==> src/rtl/word_uart_tx.sv <==
// 32-bit word to 8N1 UART serializer: four bytes MSB-byte first, bits LSB first,
// with back-to-back bytes and a one-cycle word_done pulse after the last stop bit.
module word_uart_tx #(
  parameter int CLKS_PER_BIT = 16
) (
  input  logic        clk,
  input  logic        rst,
  input  logic [31:0] in_data,
  input  logic        in_valid,
  output logic        in_ready,
  output logic        tx,
  output logic        busy,
  output logic        word_done
);

  localparam int CNT_W = (CLKS_PER_BIT > 1) ? $clog2(CLKS_PER_BIT) : 1;
  localparam logic [CNT_W-1:0] BAUD_LAST = CNT_W'(CLKS_PER_BIT - 1);

  typedef enum logic [1:0] {IDLE, START, DATA, STOP} state_t;

  state_t            state, state_nxt;
  logic [CNT_W-1:0]  baud_cnt, baud_nxt;
  logic [2:0]        bit_cnt, bit_nxt;
  logic [1:0]        byte_cnt, byte_nxt;
  logic [31:0]       shreg, shreg_nxt;
  logic [7:0]        byte_cur;
  logic              done_nxt;
  logic              bit_end;

  assign in_ready = (state == IDLE);
  assign busy     = ~in_ready;
  assign bit_end  = (baud_cnt == BAUD_LAST);
  assign byte_cur = shreg[31:24];

  always_ff @(posedge clk) begin
    if (rst) begin
      state     <= IDLE;
      baud_cnt  <= '0;
      bit_cnt   <= '0;
      byte_cnt  <= '0;
      shreg     <= '0;
      word_done <= 1'b0;
    end else begin
      state     <= state_nxt;
      baud_cnt  <= baud_nxt;
      bit_cnt   <= bit_nxt;
      byte_cnt  <= byte_nxt;
      shreg     <= shreg_nxt;
      word_done <= done_nxt;
    end
  end

  always_comb begin
    state_nxt = state;
    baud_nxt  = baud_cnt;
    bit_nxt   = bit_cnt;
    byte_nxt  = byte_cnt;
    shreg_nxt = shreg;
    done_nxt  = 1'b0;
    tx        = 1'b1;

    // Baud counter runs in every non-idle state and reloads at each bit boundary.
    if (state != IDLE)
      baud_nxt = bit_end ? '0 : baud_cnt + CNT_W'(1);

    case (state)
      IDLE: begin
        if (in_valid && in_ready) begin
          state_nxt = START;
          shreg_nxt = in_data;
          baud_nxt  = '0;
          bit_nxt   = '0;
          byte_nxt  = '0;
        end
      end
      START: begin
        tx = 1'b0;
        if (bit_end) state_nxt = DATA;
      end
      DATA: begin
        tx = byte_cur[bit_cnt];
        if (bit_end) begin
          bit_nxt = bit_cnt + 3'd1;
          if (bit_cnt == 3'd7) state_nxt = STOP;
        end
      end
      STOP: begin
        tx = 1'b1;
        if (bit_end) begin
          byte_nxt  = byte_cnt + 2'd1;
          shreg_nxt = shreg << 8;
          if (byte_cnt == 2'd3) begin
            state_nxt = IDLE;
            done_nxt  = 1'b1;
          end else begin
            state_nxt = START;
          end
        end
      end
      default: state_nxt = IDLE;
    endcase
  end

endmodule

==> config.mk <==
export PLATFORM = sky130hd
export DESIGN_NAME = word_uart_tx
export DESIGN_NICKNAME = d
export VERILOG_FILES = /design/src/rtl/word_uart_tx.sv
export SDC_FILE = /design/constraint.sdc
export NUM_CORES = 1
export LEC_CHECK = 0
export CAP_MARGIN = 20
export CORE_ASPECT_RATIO = 1.75
export CORE_MARGIN = 5
export CORE_UTILIZATION = 56
export DETAILED_ROUTE_END_ITERATION = 8
export DONT_BUFFER_PORTS = 1
export GPL_TIMING_DRIVEN = 1
export PLACE_DENSITY = 0.76
export SLEW_MARGIN = 10
export SYNTH_ARGS = -nofsm -noshare
export SYNTH_HDL_FRONTEND = slang
export SYNTH_SLANG_ARGS = --single-unit
export TNS_END_PERCENT = 30
==> constraint.sdc <==
create_clock -name clk -period 1.55 [get_ports clk]
set_input_delay 0.2325 -clock clk [delete_from_list [all_inputs] [get_ports clk]]
set_output_delay 0.2325 -clock clk [all_outputs]
set_load 0.05 [all_outputs]
==> results.txt <==
- dfxtp_1 is the most common cell in the netlist.
- Synthesized flop and latch total: 44
- Final-report max-slew violation count: 0
* CP Class: register to primary output
- Count of input and output buffers: 0
- Number of standard-cell rows in the floorplan: 30
- Synthesis produced a netlist whose cell count is 229.
- Counting flops with a built-in enable in the synthesized netlist gives 0.
- The routed layout has 1792 vias.
* Post-route clock skew: 0.00359 ns
- Data arrival, critical path: 1.57 ns
- Routability congestion estimate from global placement: 0.862
* Remaining Overflow, GRT: 0
- The floorplan step defined a die boundary enclosing 5510 µm².
* Mean Syn Cell Area: 9.97 µm²
* Layout Area Growth over Synthesis: 24.2%
- Number of nets produced by synthesis: 272
- CTS Sinks: 44
- Area of the core: 3900 µm²
- The worst setup path is captured at a primary output.
- Fin. Hold Viols: 0
- After clock tree synthesis, the clock-pin slew on the worst setup and hold paths is 0.08 ns.
- RSZ-0062 raised after global routing: true
- The number of global-route vias before repair was 1817.
- I/O pin count: 39
* Maximum number of pins on one net before global-route repair: 26
- Summing every instance area after synthesis gives 2280 µm².
- The Yosys step of the flow raised 0 warnings.
* Most area-consuming cells after synthesis: dfxtp_1 (39%), a211oi_2 (13%), mux2i_1 (12%)
* Largest fanout on the critical path: 3
- The longest clock path from root to sink contains 2 buffers.
- Of the synthesized area, sequential elements account for 0.386.
- For the worst setup path, the data required time is 1.32 ns.
- Antenna diodes: 0
- Setup violations remaining at the end of the flow were counted as 15.
- Of the post-synthesis cell area, the dominant cell type holds 0.386.
- The smallest clock period supported by the final layout is computed as 1.80 ns.
- Peak ir drop on the vdd network: 0.00241 V
* Die boundary height: 94.5 µm
- Wire length of the first global-routing pass: 8250 µm
* Average via count per standard cell: 6.01
- Starting utilization of the core area: 0.585
- The count of nets left with antenna violations once routing finished came out at 0.
- The analysis attributes to cell leakage a power of 0.993 nW.
* Number of violations reported at the end of detailed-routing iteration 0: 99
- CTS placed an instance of clkbuf_8 at the clock tree root.
* Final nets: 292
* Class of the most critical hold timing path: input port to register
* Top cell types by occurrence after synthesis: dfxtp_1 (44), nor2_1 (31), mux2i_1 (27)
* Cell type with the largest total area after synthesis: dfxtp_1
* Primary FF master, synth: dfxtp_1
- CTS Buf Count: 5
* Die Wd: 58.3 µm
- Clock latency on the worst-skew pair: 0.29 ns
- Across every metal layer, demand over resource in global routing totals 0.197.
- Routed length per placed instance: 18.7 µm
- Least-Margin Pin Slew: 0.486 ns
- In the post-route analysis, the smallest setup slack over all paths is -0.252 ns.
* Pre-antenna DRT Iters: 4
* Power Dens Cells: 2080 nW/µm²
* Reported max-cap violation count: 0
* Number of design rule violations left after detail routing: 0
* Number of antenna violations at the first check in global routing: 0
- Count of distinct cell types in the synthesized netlist: 38
- Total cell area at the placement stage: 2450 µm²
* H-tree level count: 2
- Detailed placement finished with a half-perimeter wire length of 3520 µm.
- STA classifies the critical path startpoint as a register.
* Final worst-path cycle share: 1.16
* Power, Total: 5.91 mW
- For this run, asynchronously set or reset flops after synthesis account for 0.
* Peak Freq: 555 MHz
- Violated checks: setup timing
- The flow ran to the end, but the final reports show violations.
* Worst rel slew slack: 0.675
- TritonCTS built the clock tree.
- At the end of the flow the core is filled with cells to 0.726.
* Fraction of final layout cells with drive strength greater than 1: 0.356
* Wire length after detailed routing: 5580 µm
- The finished cells cover 2840 µm².
## sequential cells by signal (all words and copies together) (netlist names)
signal / cells
baud_cnt: 4
word_done: 1
bit_cnt: 3
shreg: 32
state: 2
byte_cnt: 2
## cells by family (layout without fill, tap and decap cells)
logic type,count (synthesis),count (layout),share of synthesized area
flip-flops,44,44,0.386
AND/OR/NAND/NOR,75,75,0.161
buffers and inverters,21,42,0.0570
XOR/XNOR,2,2,0.00767
multiplexers,30,30,0.143
AO/OA/AOI/OAI,49,49,0.202
adder cells (fa/ha/maj),8,8,0.0438
## cells in the final DEF, fill, tap and decap left out, types with 2 or more instances in the layout
master	Yosys	routed
buf_12	0	5
nand2_1	16	16
nand4_1	4	4
nor2_1	31	30
a21oi_2	1	8
nand3_1	2	2
nand2b_1	3	3
a21oi_1	15	8
ha_1	8	3
xor2_1	2	2
dlygate4sd3_1	0	3
mux4_2	2	2
buf_4	3	16
inv_4	0	2
buf_6	5	3
dfxtp_4	0	3
ha_4	0	4
nor3_1	2	2
mux2i_1	27	25
dfxtp_1	44	41
clkbuf_1	7	2
a211oi_2	23	24
nand3b_1	9	9
mux2i_4	0	2
clkbuf_16	0	3
clkbuf_8	0	6
## worst max-delay path, stage by stage, from the launching register on
cell and delay (ns):
dfxtp_4 0.37, mux4_2 0.53, mux2i_4 0.19, mux2i_4 0.18
## report_power, final
part | switching [mW] | internal (mW) | leakage, nW
Sequential | 0.284 | 1.56 | 0.365
Clock | 0.368 | 0.364 | 0.0455
Combinational | 1.70 | 1.63 | 0.582
## timing repair
action / CTS / global route
hold buffers: 3 / 1
setup endpoints to repair: 5 / 42
cloned: 0 / 3
gates resized for setup: 6 / 27
pin swaps: 1 / 43
buffers inserted: 0 / 4
hold endpoints to repair: 25 / 2
## routing by layer
layer  global-route usage  vias up  part of all wire
met2                0.340       51              0.54
li1                     -      862                 -
met4                0.110        0             0.036
met1                0.209      862              0.38
met3               0.0575       17             0.049
met5                    0        -                 0
## stage by stage
stage / setup TNS [ns] / hold slack [ns] / worst slack [ns] / std cells
after CTS: -0.273 / 0.000822 / -0.255 / 290
final: -0.479 / 0.00492 / -0.252 / 298
after global routing: -1.98 / 0.000879 / -0.292 / 298
after global placement: -0.0150 / 0.305 / -0.0150 / 279
after floorplan: -1.91 / 0.349 / -0.109 / 229
after detailed placement: -0.0857 / 0.307 / -0.0635 / 279
## worst paths after layout
path                                start                endpoint  slack [ns]  cells after the start
setup / recovery  bit_cnt[0]$_SDFFE_PP0P_                      tx       -0.25                      3
hold / removal                        rst  baud_cnt[2]$_SDFF_PP0_       0.005                      1
setup reg to reg    state[1]$_SDFFE_PP0P_  shreg[29]$_SDFFE_PP0P_       -0.04                      7
hold reg to reg     shreg[5]$_SDFFE_PP0P_   shreg[5]$_SDFFE_PP0P_        0.46                      2
## area by class of cell
class / instances / area, µm²
clock buffers: 8 / 90.1
fillers: 267 / 1070
inverters: 4 / 23.8
multi-input cells: 164 / 1410
flip-flops and latches: 44 / 892
well taps: 48 / 60.1
repair buffers: 30 / 359
(Power assumes the default switching activity.)
